File: config.mk
export PLATFORM = sky130hd
export DESIGN_NAME = mips_multicycle_ctrl
export DESIGN_NICKNAME = d
export VERILOG_FILES = /design/src/rtl/mips_multicycle_ctrl.sv
export SDC_FILE = /design/constraint.sdc
export NUM_CORES = 1
export LEC_CHECK = 0
export BUFFER_PORTS_ARGS = -buffer_cell sky130_fd_sc_hd__buf_4
export CAP_MARGIN = 20
export CORE_MARGIN = 8
export CORE_UTILIZATION = 35
export DETAILED_ROUTE_END_ITERATION = 7
export SKIP_CTS_REPAIR_TIMING = 1
export SYNTH_ARGS = -nofsm -noshare
export SYNTH_HDL_FRONTEND = slang
export SYNTH_SLANG_ARGS = --single-unit
export TNS_END_PERCENT = 5
File: constraint.sdc
create_clock -name clk -period 4.41 [get_ports clk]
set_input_delay 0.441 -clock clk [delete_from_list [all_inputs] [get_ports clk]]
set_output_delay 0.441 -clock clk [all_outputs]
set_load 0.05 [all_outputs]
File: src/rtl/mips_multicycle_ctrl.sv
`default_nettype none
// ============================================================================
// Module   : mips_multicycle_ctrl
// Purpose  : Moore-style multicycle MIPS control FSM with memory wait states.
//            Define CTRL_ADDI_EN to add addi (opcode 0x08) support.
// Revision : 1.0 - initial release
// ============================================================================
module mips_multicycle_ctrl #(
    parameter int OPCODE_W = 6,
    parameter int ALUOP_W  = 2,
    parameter int MEM_WAIT = 0,
    parameter int STATE_W  = 4
) (
    input  logic                clk,
    input  logic                reset,
    input  logic [OPCODE_W-1:0] opcode,
    input  logic                stall,
    output logic                PCWrite,
    output logic                PCWriteCond,
    output logic                IorD,
    output logic                MemRead,
    output logic                MemWrite,
    output logic                IRWrite,
    output logic                MemToReg,
    output logic                RegDst,
    output logic                RegWrite,
    output logic                ALUSrc,
    output logic [1:0]          ALUSrcB,
    output logic [ALUOP_W-1:0]  ALUOp,
    output logic                Branch,
    output logic                Jump,
    output logic [1:0]          PCSource,
    output logic                illegal,
    output logic [STATE_W-1:0]  state
);

    typedef enum logic [STATE_W-1:0] {
        S_FETCH   = STATE_W'(0),
        S_DECODE  = STATE_W'(1),
        S_MEMADR  = STATE_W'(2),
        S_MEMRD   = STATE_W'(3),
        S_MEMWB   = STATE_W'(4),
        S_MEMWR   = STATE_W'(5),
        S_EXEC    = STATE_W'(6),
        S_RTYPEWB = STATE_W'(7),
        S_BRANCH  = STATE_W'(8),
        S_JUMP    = STATE_W'(9)
`ifdef CTRL_ADDI_EN
        ,
        S_ADDIEX  = STATE_W'(10),
        S_ADDIWB  = STATE_W'(11)
`endif
    } state_e;

    localparam logic [OPCODE_W-1:0] c_OP_RTYPE = OPCODE_W'(6'h00);
    localparam logic [OPCODE_W-1:0] c_OP_LW    = OPCODE_W'(6'h23);
    localparam logic [OPCODE_W-1:0] c_OP_SW    = OPCODE_W'(6'h2B);
    localparam logic [OPCODE_W-1:0] c_OP_BEQ   = OPCODE_W'(6'h04);
    localparam logic [OPCODE_W-1:0] c_OP_J     = OPCODE_W'(6'h02);
`ifdef CTRL_ADDI_EN
    localparam logic [OPCODE_W-1:0] c_OP_ADDI  = OPCODE_W'(6'h08);
`endif
    localparam logic [3:0]          c_WAIT_LAST = 4'(MEM_WAIT);

    state_e     state_q, state_d;
    logic [3:0] wcnt_q, wcnt_d;
    logic       illegal_q, illegal_d;

    logic               w_pcw, w_pcwc, w_iord, w_mrd, w_mwr, w_irw;
    logic               w_m2r, w_rdst, w_rw, w_asrc, w_br, w_jmp;
    logic [1:0]         w_asrcb, w_pcsrc;
    logic [ALUOP_W-1:0] w_aluop;
    logic               w_wait_last;

    assign w_wait_last = (wcnt_q == c_WAIT_LAST);

    always_ff @(posedge clk) begin
        if (reset) begin
            state_q   <= S_FETCH;
            wcnt_q    <= 4'd0;
            illegal_q <= 1'b0;
        end else begin
            illegal_q <= illegal_d;
            if (!stall) begin
                state_q <= state_d;
                wcnt_q  <= wcnt_d;
            end
        end
    end

    // Wait counter clears by default; memory states step it until the last wait cycle.
    always_comb begin
        state_d   = state_q;
        wcnt_d    = 4'd0;
        illegal_d = 1'b0;
        w_pcw     = 1'b0;
        w_pcwc    = 1'b0;
        w_iord    = 1'b0;
        w_mrd     = 1'b0;
        w_mwr     = 1'b0;
        w_irw     = 1'b0;
        w_m2r     = 1'b0;
        w_rdst    = 1'b0;
        w_rw      = 1'b0;
        w_asrc    = 1'b0;
        w_br      = 1'b0;
        w_jmp     = 1'b0;
        w_asrcb   = 2'd0;
        w_pcsrc   = 2'd0;
        w_aluop   = ALUOP_W'(0);
        case (state_q)
            S_FETCH: begin
                w_mrd   = 1'b1;
                w_asrcb = 2'd1;
                if (w_wait_last) begin
                    w_irw   = 1'b1;
                    w_pcw   = 1'b1;
                    state_d = S_DECODE;
                end else begin
                    wcnt_d = wcnt_q + 4'd1;
                end
            end
            S_DECODE: begin
                w_asrcb = 2'd3;
                case (opcode)
                    c_OP_RTYPE:       state_d = S_EXEC;
                    c_OP_LW, c_OP_SW: state_d = S_MEMADR;
                    c_OP_BEQ:         state_d = S_BRANCH;
                    c_OP_J:           state_d = S_JUMP;
`ifdef CTRL_ADDI_EN
                    c_OP_ADDI:        state_d = S_ADDIEX;
`endif
                    default: begin
                        state_d   = S_FETCH;
                        illegal_d = ~stall;
                    end
                endcase
            end
            S_MEMADR: begin
                w_asrc  = 1'b1;
                w_asrcb = 2'd2;
                if (opcode == c_OP_SW)
                    state_d = S_MEMWR;
                else if (opcode == c_OP_LW)
                    state_d = S_MEMRD;
                else
                    state_d = S_FETCH;
            end
            S_MEMRD: begin
                w_mrd  = 1'b1;
                w_iord = 1'b1;
                if (w_wait_last) state_d = S_MEMWB;
                else             wcnt_d  = wcnt_q + 4'd1;
            end
            S_MEMWB: begin
                w_rw    = 1'b1;
                w_m2r   = 1'b1;
                state_d = S_FETCH;
            end
            S_MEMWR: begin
                w_mwr  = 1'b1;
                w_iord = 1'b1;
                if (w_wait_last) state_d = S_FETCH;
                else             wcnt_d  = wcnt_q + 4'd1;
            end
            S_EXEC: begin
                w_asrc  = 1'b1;
                w_aluop = ALUOP_W'(2);
                state_d = S_RTYPEWB;
            end
            S_RTYPEWB: begin
                w_rw    = 1'b1;
                w_rdst  = 1'b1;
                state_d = S_FETCH;
            end
            S_BRANCH: begin
                w_asrc  = 1'b1;
                w_aluop = ALUOP_W'(1);
                w_pcwc  = 1'b1;
                w_pcsrc = 2'd1;
                w_br    = 1'b1;
                state_d = S_FETCH;
            end
            S_JUMP: begin
                w_pcw   = 1'b1;
                w_pcsrc = 2'd2;
                w_jmp   = 1'b1;
                state_d = S_FETCH;
            end
`ifdef CTRL_ADDI_EN
            S_ADDIEX: begin
                w_asrc  = 1'b1;
                w_asrcb = 2'd2;
                state_d = S_ADDIWB;
            end
            S_ADDIWB: begin
                w_rw    = 1'b1;
                state_d = S_FETCH;
            end
`endif
            default: state_d = S_FETCH;
        endcase
    end

    // Write strobes are suppressed by stall; everything but state is silenced by reset.
    assign PCWrite     = w_pcw  & ~stall & ~reset;
    assign PCWriteCond = w_pcwc & ~stall & ~reset;
    assign IRWrite     = w_irw  & ~stall & ~reset;
    assign RegWrite    = w_rw   & ~stall & ~reset;
    assign MemWrite    = w_mwr  & ~stall & ~reset;
    assign IorD        = w_iord & ~reset;
    assign MemRead     = w_mrd  & ~reset;
    assign MemToReg    = w_m2r  & ~reset;
    assign RegDst      = w_rdst & ~reset;
    assign ALUSrc      = w_asrc & ~reset;
    assign Branch      = w_br   & ~reset;
    assign Jump        = w_jmp  & ~reset;
    assign ALUSrcB     = reset ? 2'd0 : w_asrcb;
    assign PCSource    = reset ? 2'd0 : w_pcsrc;
    assign ALUOp       = reset ? ALUOP_W'(0) : w_aluop;
    assign illegal     = illegal_q & ~reset;
    assign state       = state_q;

endmodule
`default_nettype wire

**After elaboration in Yosys (flattened, before gate mapping)**

Index checks and enable logic that the tools add are counted.
Widths: inputs -> output; s select.

- Flip-flop bits (word level): 9
- Bits of input ports: 9
- Output and inout bits: 23
- Logic and storage cells: 79

- Add/subtract/negate cells: 1
- Eq/ne operators: 16
- Multiplexer cells: 27
- Bitwise gates (word level): 21
- Reduce and logical (&&, ||, !) cells: 11

Operators by type and width:

| operator | number |
|---|---|
| $pmux 4 s6 | 1 |
| $mux 4 | 5 |
| $and 1x1->1 | 18 |
| $eq 4x3->1 const B | 4 |
| $pmux 4 s4 | 1 |
| $eq 6x6->1 const B | 2 |
| $mux 1 | 11 |
| $eq 4x2->1 const B | 2 |
| $eq 4x4->1 const B | 2 |
| $logic_not 4->1 | 2 |
| $mux 2 | 4 |
| $pmux 2 s2 | 2 |
| $reduce_or 2->1 | 4 |
| $reduce_or 7->1 | 1 |
| $eq 6x2->1 const B | 1 |
| $eq 6x3->1 const B | 1 |
| $logic_not 6->1 | 1 |
| $ne 2x2->1 const B | 3 |
| $pmux 2 s3 | 1 |
| $reduce_or 3->1 | 2 |
| $add 4x1->4 const B | 1 |
| $eq 4x1->1 const B | 1 |
| $reduce_and 4->1 | 1 |
| $mux 3 | 1 |
| 2 further kinds | 4 |

**Logic depth before layout (Yosys ltp)**

Gate-level depths: netlist of the first run.

- Depth in word-level cells: 5
- Gate-level depth with buffers: 6
- Depth with buffers taken out: 6

**Least setup slack after synthesis of the first run**

OpenSTA, ideal clock, no wires.

- Path type: flip-flop to output port
- From: register state_q[1] (netlist: state[1])
- To: output ALUSrcB[1]
- Data arrival time: 2.804 ns
- Data required time: 3.969 ns
- Setup slack: 1.165 ns
- Stages on the path, launching flop included: 4
- Path buffers: 1
- Cell sequence: dfxtp_1 -> buf_2 -> xor2_1 -> nor4b_1

- Cells in the longest elaborated chain, start to end: 3
- Elaborated cells between the ends (all ways): 5
- Those cells by class: eq/ne (2); mux (2); reduce/logical (1)

Ends and longest elaborated chain:

| item | line | text |
|---|---|---|
| start, declared | 65 | `state_e state_q, state_d;` |
| start signal, assigned | 85 | `state_q <= state_d;` |
| $eq 4x2->1, or another cell as far along | 111 | `case (state_q)` |
| $pmux 2 s3 * | 111 |  |
| $mux 2 * | 218 | `assign ALUSrcB = reset ? 2'd0 : w_asrcb;` |
| end, declared | 28 | `output logic [1:0] ALUSrcB,` |

Every way passes the cells marked *; elsewhere a longest branch is shown, timed or not.

**Final worst setup path of the first run**

- From: register wcnt_q[0]
- To: output PCWrite

- Cells in the longest elaborated chain, start to end: 5

Ends and longest elaborated chain:

| item | line | text |
|---|---|---|
| start, declared | 66 | `logic [3:0] wcnt_q, wcnt_d;` |
| start signal, assigned | 86 | `wcnt_q <= wcnt_d;` |
| $logic_not 4->1 | 75 | `assign w_wait_last = (wcnt_q == c_WAIT_LAST);` |
| $mux 1 | 115 | `if (w_wait_last) begin` |
| $pmux 1 s2 | 111 |  |
| $and 1x1->1 (2 in a row) | 206 | `assign PCWrite = w_pcw & ~stall & ~reset;` |
| end, declared | 18 | `output logic PCWrite,` |

Every way passes these cells.

==> impl_results.md, run 1 <==
* Die extent in x at 63.0 um
* Tcrit/Tclk final at 0.538
* Die ar. at 3970 um2
* Max cap viols at 0
* Fin worst setup slack at 2.04 ns
* Synth Cell Area at ~770 um2
* CP endpoint kind: primary output
* Clock Tree Root: clkbuf_4
* Setup crit start kind: register
* Ys async rst share at 0
* Mean post-synth cell area at 7.17 um2
* Buffers on Ports at 31
* # H-tree levels at 1
* 1st-iter DRT viols at 31
* Clock-pin slew on the worst setup and hold paths at about 0.060 ns
* Number of synthesized flops with an enable pin at 0
* CP max-delay cell: nor3b_1
* Worst Tran Pin Value at ~0.68 ns
* Maximum vdd drop at 0.0983 mV
* Vias in the first global route at between 800 and 900
* Endpoints failing setup at 0
* IO Count at 32
* Antenna-violating nets left at 0
* Worst slack, placed at 2.29 ns
* Cell count after synthesis at 108
* Top cell type's share of synthesized area at 0.233
* Final #Nets at 146
* Global placement routability congestion at 0.824
* DR pass1 iterations at 4
* Fmax at 421 MHz
* Slew Viols, Final at 0
* Final WL at between 2000 and 2500 um
* GR Overflow Total at 0
* Status: finished, final reports clean
* Clk_skew at 0.00252 ns
* Final TNS setup at 0 ns
* Sequential share of the synthesized area at 0.233
* Worst endpoint required time at 3.97 ns
* Area contributors post-synth: dfxtp_1, nor3_1, nor2_1, nand2_1, a21oi_1
* Yosys top cell by area: dfxtp_1
* Primary FF master, synth: dfxtp_1
* Post-synth cell types at 35
* Power Density at roughly 200 nW/um2
* Gr usage total at 0.114
* Die Y at 63.0 um
* Worst path top cell family by delay: simple AND/OR/NAND/NOR gates
* Residual DRC at 0
* WP buf/inv at 2
* Worst-path fanout max at 5
* Crit-path max cell delay at about 0.52 ns
* Initial antenna violation count at 0
* Fraction of layout cells with a size suffix above 1 at 0.276
* Worst slew margin at 0.546
* Vias/cell at 5.44
* Total CTS buffers at 3
* Crit path kind: register to primary output
* Worst-path cell chain: inv_1 -> ha_1 -> nor3b_1 -> nand3_1 -> o21ai_0 -> nor2b_1 -> buf_4
* DR vias at 881
* DR WL/cell at about 14 um
* YS warnings at 0
* CTS tree: yes
* LEAKAGE at 0.412 nW
* Pin count of the biggest net entering global routing at 21
* Crit path arrival time at 1.93 ns
* Row cnt at 17
* Mapped Nets at around 120
* ANT cells at 0
* Count leader, synth: nor2_1
* Non-filler cells, final at 162
* CTS max path bufs at 2
* Commonest cells post-synth: nor2_1, nand2_1, dfxtp_1, nor3_1, a21oi_1
* Hold Vio Cnt, Final at 0
* RSZ-0062 raised after global routing: false
* Crit path time final at 2.37 ns
* Placed insts at 158
* Initial core utilization at 0.361
* Yosys reg bits at 9
* Clock sink total at 9
* Latest clock arrival within the worst-skew pair at 0.26 ns
* Core Area at 2150 um2
* Hold WC Path Type: primary input to register
* Final HPWL DP at 1740 um
* Layout area overhead at 32.8%
* Global-route wire length before repair at 3790 um
* Worst hold margin at 0.482 ns
==> cells by family (layout without fill, tap and decap cells) <==
logic type	after synthesis	count (layout)	synth area share
AO/OA/AOI/OAI	24	24	0.239
XOR/XNOR	3	3	0.0339
adder cells (fa/ha/maj)	2	2	0.0323
buffers and inverters	12	38	0.0662
flip-flops	9	9	0.233
AND/OR/NAND/NOR	58	58	0.396
==> routing by layer <==
metal	track usage	share of wire
met3	0.0251	0.050
met5	0	0
met4	0.0684	0.023
met1	0.136	0.47
met2	0.182	0.46
==> where the power goes <==
| group | switching [mW] | total (mW) | internal, mW |
|---|---|---|---|
| combinational | 0.0325 | 0.0507 | 0.0182 |
| clock | 0.0292 | 0.0641 | 0.0349 |
| sequential | 0.00510 | 0.0876 | 0.0826 |
| total | 0.0668 | 0.202 | 0.136 |
==> worst paths after layout <==
path | from | to | slack [ns] | cells past startpoint
max | wcnt_q[0] | PCWrite | 2.04 | 7
min | reset | wcnt_q[0] | 0.48 | 2
max reg2reg | state[0] | wcnt_q[3] | 2.34 | 4
min reg2reg | wcnt_q[0] | wcnt_q[0] | 0.52 | 2
==> cells in the final DEF (no fill, tap or decap), drive strengths merged, types with 3 or more instances in the layout <==
cell	netlist	layout
o21ai	4	4
dfxtp	9	9
inv	3	3
o2bb2ai	3	3
buf	4	31
nand2	10	10
nor2b	5	5
nand3	4	4
nor3	9	9
a21oi	7	7
nor3b	4	4
and3	3	3
clkbuf	5	4
nor4	5	5
nor2	11	11
==> registers in the layout (all words and copies together) (netlist names) <==
name       count
state          4
wcnt_q         4
illegal_q      1
==> layout make-up <==
type | instances | area (um2)
sequential | 9 | 180
fill | 233 | 1120
tap | 28 | 35.0
multi-input combinational | 87 | 543
inverter | 3 | 11.3
timing repair buffer | 31 | 233
clock buffer | 4 | 26.3
==> through the flow <==
step | cell area, um2 | total power [mW] | utilization
after floorplan | 774 | 0.122 | -
after global placement | 1000 | 0.140 | 0.467
after detailed placement | 1000 | 0.140 | 0.467
after CTS | 1030 | 0.206 | 0.479
after global routing | 1030 | 0.215 | 0.479
final | 1030 | 0.202 | 0.479
Note: power is estimated with default switching activity, not from simulation.
==> run 2, diff against run 1 <==
==> constraint.sdc (replaced) <==
create_clock -name clk -period 2.1 [get_ports clk]
set_input_delay 0.21 -clock clk [delete_from_list [all_inputs] [get_ports clk]]
set_output_delay 0.21 -clock clk [all_outputs]
set_load 0.05 [all_outputs]
==> run 2 against run 1 <==
Count of clock-buffer cells in the layout is the same. Via count shrank 0.68%. First-iteration DRC count decreased by 58%. Global-route usage up 0.069 points. Setup slack got worse by 1.9 ns. Worst hold slack worse by 0.20 ns. Design area increased by 7.2%. Core utilization is 3.4 points higher. Combinational power grew 140%. Sequential share of layout area decreased by 1.2 points. Final cell count is 3.1% higher. Power is 110% higher. Critical path type unchanged.
==> impl_results.md, run 2 (synthesis results as in run 1) <==
* Status: finished, final reports clean
* DR pass1 iterations at 4
* Clock sink total at 9
* Die Y at 63.0 um
* Slew Viols, Final at 0
* Global placement routability congestion at ~0.8
* Initial core utilization at 0.361
* Crit path arrival time at 1.74 ns
* Most frequent cells in the layout: buf_4, nand2_1, nor2_1
* Internal at 0.290 mW
* Vias/cell at 5.24
* Clk_skew at 0.00568 ns
* Total CTS buffers at 3
* Final Cell Area at 1100 um2
* Crit path time final at around 2 ns
* Worst Tran Pin Value at 0.466 ns
* Final #Nets at 151
* ANT cells at 0
* Row cnt at 17
* Final HPWL DP at 1810 um
* DR vias at 875
* Hold WC Path Type: primary input to register
* RSZ-0062 raised after global routing: false
* Worst slack, placed at ~0.25 ns
* Comb power frac at 0.286
* Most common cell after layout, fill and taps aside: buf_4
* Endpoints failing setup at 0
* 1st-iter DRT viols at 13
* CP endpoint kind: primary output
* Fin worst setup slack at ~0.15 ns
* Fraction of layout cells with a size suffix above 1 at 0.353
* Switch share at 0.330
* Worst-path fanout max at 12
* Core Area at 2150 um2
* Psw at 0.143 mW
* Pin count of the biggest net entering global routing at 20
* Residual DRC at 0
* Worst endpoint required time at 1.89 ns
* Fill count at roughly 230
* DR WL/cell at 13.8 um
* Global-route wire length before repair at 3890 um
* Finished Core Util at 0.513
* Gr usage total at 0.115
* Clock power frac at 0.307
* Antenna-violating nets left at 0
* Die extent in x at 63.0 um
* Latest clock arrival within the worst-skew pair at 0.26 ns
* Worst slew margin at 0.689
* Max cap viols at 0
* Maximum vdd drop at 0.187 mV
* Buffers on Ports at 31
* Final WL at 2310 um
* IO Count at 32
* Die ar. at approximately 4000 um2
* Part of the power in registers at 0.407
* Setup crit start kind: register
* Crit path kind: register to primary output
* Hold Vio Cnt, Final at 0
* Worst hold margin at roughly 0.28 ns
* Tcrit/Tclk final at 0.929
* GR Overflow Total at 0
* Vias in the first global route at 887
* CTS tree: yes
* Clock-pin slew on the worst setup and hold paths at 0.07 ns
* Layout area overhead at 42.3%
* Dpl cell area at between 1000 and 1500 um2
* LEAKAGE at 0.448 nW
* Fmax at 512 MHz
* CTS max path bufs at 2
* Clock Tree Root: clkbuf_4
* Power Density at 393 nW/um2
* # H-tree levels at 1
* Initial antenna violation count at 0
==> run 2: path summary, 6_finish.rpt <==
kind,startpoint,to,slack (ns),cells past startpoint
setup reg to reg,state[1],wcnt_q[3],0.20,4
hold / removal,stall,wcnt_q[2],0.28,3
hold reg to reg,wcnt_q[0],wcnt_q[0],0.51,2
setup / recovery,state[1],ALUSrcB[1],0.15,3
==> run 2: layer usage <==
layer	vias to the layer above	global-route usage	wire, um
li1	454	-	-
met1	392	0.139	1100
met2	27	0.177	1020
met3	2	0.0358	157
met4	0	0.0598	29
met5	-	0	0
==> run 2: area by class of cell <==
class | count | area [um2] | area share
Sequential cell | 9 | 180 | 0.163
Inverter | 3 | 11.3 | 0.0102
Tap cell | 28 | 35.0 | 0.0318
Multi-Input combinational cell | 87 | 579 | 0.526
Timing Repair Buffer | 36 | 270 | 0.245
Clock buffer | 4 | 26.3 | 0.0238
==> run 2: power by group through the flow <==
stage / sequential (mW) / combinational (mW) / clock (mW)
global placement: 0.180 / 0.123 / 0
detailed placement: 0.180 / 0.124 / 0
global route: 0.176 / 0.133 / 0.148
CTS: 0.176 / 0.125 / 0.136
floorplan: 0.185 / 0.0748 / 0
finish: 0.176 / 0.124 / 0.133
==> run 2: critical path, cell delays in order (launching register included) <==
cell and delay [ns]:
dfxtp_1 0.61, xor2_1 0.38, nor4b_2 0.26, buf_4 0.24
==> run 2: metrics by stage <==
stage | std cells | TNS (ns) | power (mW)
floorplan | 108 | -3.83 | 0.260
global placement | 163 | 0 | 0.303
detailed placement | 163 | 0 | 0.304
CTS | 167 | 0 | 0.437
global route | 167 | 0 | 0.458
finish | 167 | 0 | 0.433
==> run 3, diff against run 2 <==
--- a/config.mk
+++ b/config.mk
@@ -10,6 +10,7 @@
 export CORE_MARGIN = 8
 export CORE_UTILIZATION = 35
 export DETAILED_ROUTE_END_ITERATION = 7
+export REMOVE_ABC_BUFFERS = 1
 export SKIP_CTS_REPAIR_TIMING = 1
 export SYNTH_ARGS = -nofsm -noshare
 export SYNTH_HDL_FRONTEND = slang
==> run 3 against run 2 <==
First-iteration DRC count is 31% higher. Sequential cell count stayed put. Fmax is 0.58% higher. Clock skew is 0.0047 ns lower.
==> impl_results.md, run 3 (synthesis results as in run 1) <==
* DR WL/cell at 14.4 um
* GR Overflow Total at 0
* Vias/cell at 5.58
* Final HPWL DP at 1870 um
* Tcrit/Tclk final at 0.924
* Global-route wire length before repair at 4100 um
* Final #Nets at 152
* Psw at approximately 0.14 mW
* Clk_skew at 0.00102 ns
* Worst slack, placed at 0.197 ns
* Most common cell after layout, fill and taps aside: buf_4
* Residual DRC at 0
* Final WL at 2420 um
* Finished Core Util at 0.506
* Placed insts at 164
* Worst endpoint required time at around 1.9 ns
* Worst Tran Pin Value at 0.421 ns
* Most frequent cells in the layout: buf_4, nand2_1, nor2_1
* Switch share at 0.329
* Pin count of the biggest net entering global routing at 20
* Latest clock arrival within the worst-skew pair at around 0.26 ns
* Total CTS buffers at 3
* Gr usage total at 0.123
* DR vias at roughly 940
* ANT cells at 0
* Power Density at 397 nW/um2
* Fin worst setup slack at around 0.16 ns
* Initial antenna violation count at 0
* LEAKAGE at 0.450 nW
* Crit path time final at 1.94 ns
* Initial core utilization at 0.361
* Clock Tree Root: clkbuf_4
* RSZ-0062 raised after global routing: false
* Die Y at 63.0 um
* Crit path kind: register to primary output
* 1st-iter DRT viols at 17
* Layout area overhead at 40.2%
* Maximum vdd drop at 0.225 mV
* Non-filler cells, final at 168
* Worst path top cell family by delay: simple AND/OR/NAND/NOR gates
* Worst slew margin at 0.717
* IO Count at 32
* Status: finished, final reports clean
* Crit-path max cell delay at approximately 0.34 ns
* Final TNS setup at 0 ns
* Comb power frac at 0.286
* Die ar. at between 3000 and 4000 um2
* WP buf/inv at 2
* Setup crit start kind: register
* CTS max path bufs at 2
* Buffers on Ports at 31
* DR pass1 iterations at 4
* Crit path arrival time at 1.73 ns
* Die extent in x at 63.0 um
* Worst-path cell chain: inv_1 -> ha_1 -> nor3b_2 -> nand3_1 -> o21ai_0 -> nor2b_1 -> buf_4
* Worst-path fanout max at 5
* Slew Viols, Final at 0
* Final Power at 0.431 mW
* Endpoints failing setup at 0
* Antenna-violating nets left at 0
* Clock sink total at 9
* Vias in the first global route at 910
* Clock-pin slew on the worst setup and hold paths at ~0.060 ns
* Global placement routability congestion at 0.800
* Core Area at 2150 um2
* CTS tree: yes
* CP max-delay cell: dfxtp_1
* Part of the power in registers at 0.406
* # H-tree levels at 1
* CP endpoint kind: primary output
* Hold Vio Cnt, Final at 0
* Clock power frac at 0.309
* Internal at 0.290 mW
* Max cap viols at 0
* Fmax at 515 MHz
* Hold WC Path Type: primary input to register
* Fraction of layout cells with a size suffix above 1 at 0.321
* Row cnt at 17
-- run 3: routing by layer --
metal,wire (um),up-vias,GRT usage
li1,-,459,-
met1,1080,435,0.142
met2,1060,40,0.191
met3,250,4,0.0520
met4,33,0,0.0598
met5,0,-,0
-- run 3: area by class of cell --
class                           count  area [um2]
Clock buffer                        4        26.3
Fill cell                         231        1060
Inverter                            3        11.3
Multi-Input combinational cell     87         556
Sequential cell                     9         180
Tap cell                           28        35.0
Timing Repair Buffer               37         278
-- run 3: worst reg2reg max path, cell delays in order, from the launching register on --
cell and delay (ns):
dfxtp_1 0.39, inv_1 0.06, ha_1 0.18, nor3b_2 0.18, a2111oi_4 0.35, or4b_1 0.47
a31oi_1 0.13
-- run 3: final timing paths --
path	startpoint	slack (ns)	end	depth (start not counted)
worst min register to register	wcnt_q[0]	0.51	wcnt_q[0]	2
worst min-delay path	reset	0.27	state[3]	2
worst max register to register	wcnt_q[0]	0.27	wcnt_q[3]	6
worst max-delay path	wcnt_q[0]	0.16	PCWrite	7
-- run 3: through the flow --
stage | cell area, um2 | hold WS [ns]
finish | 1090 | 0.266
global route | 1090 | 0.272
CTS | 1070 | 0.262
detailed placement | 1050 | 0.502
global placement | 1050 | 0.488
floorplan | 734 | 0.279
-- run 3: power groups by stage --
stage	combinational [mW]	clock, mW	sequential, mW
floorplan	0.0561	0	0.192
global placement	0.122	0	0.179
detailed placement	0.123	0	0.179
CTS	0.123	0.136	0.175
global route	0.132	0.146	0.175
finish	0.123	0.133	0.175
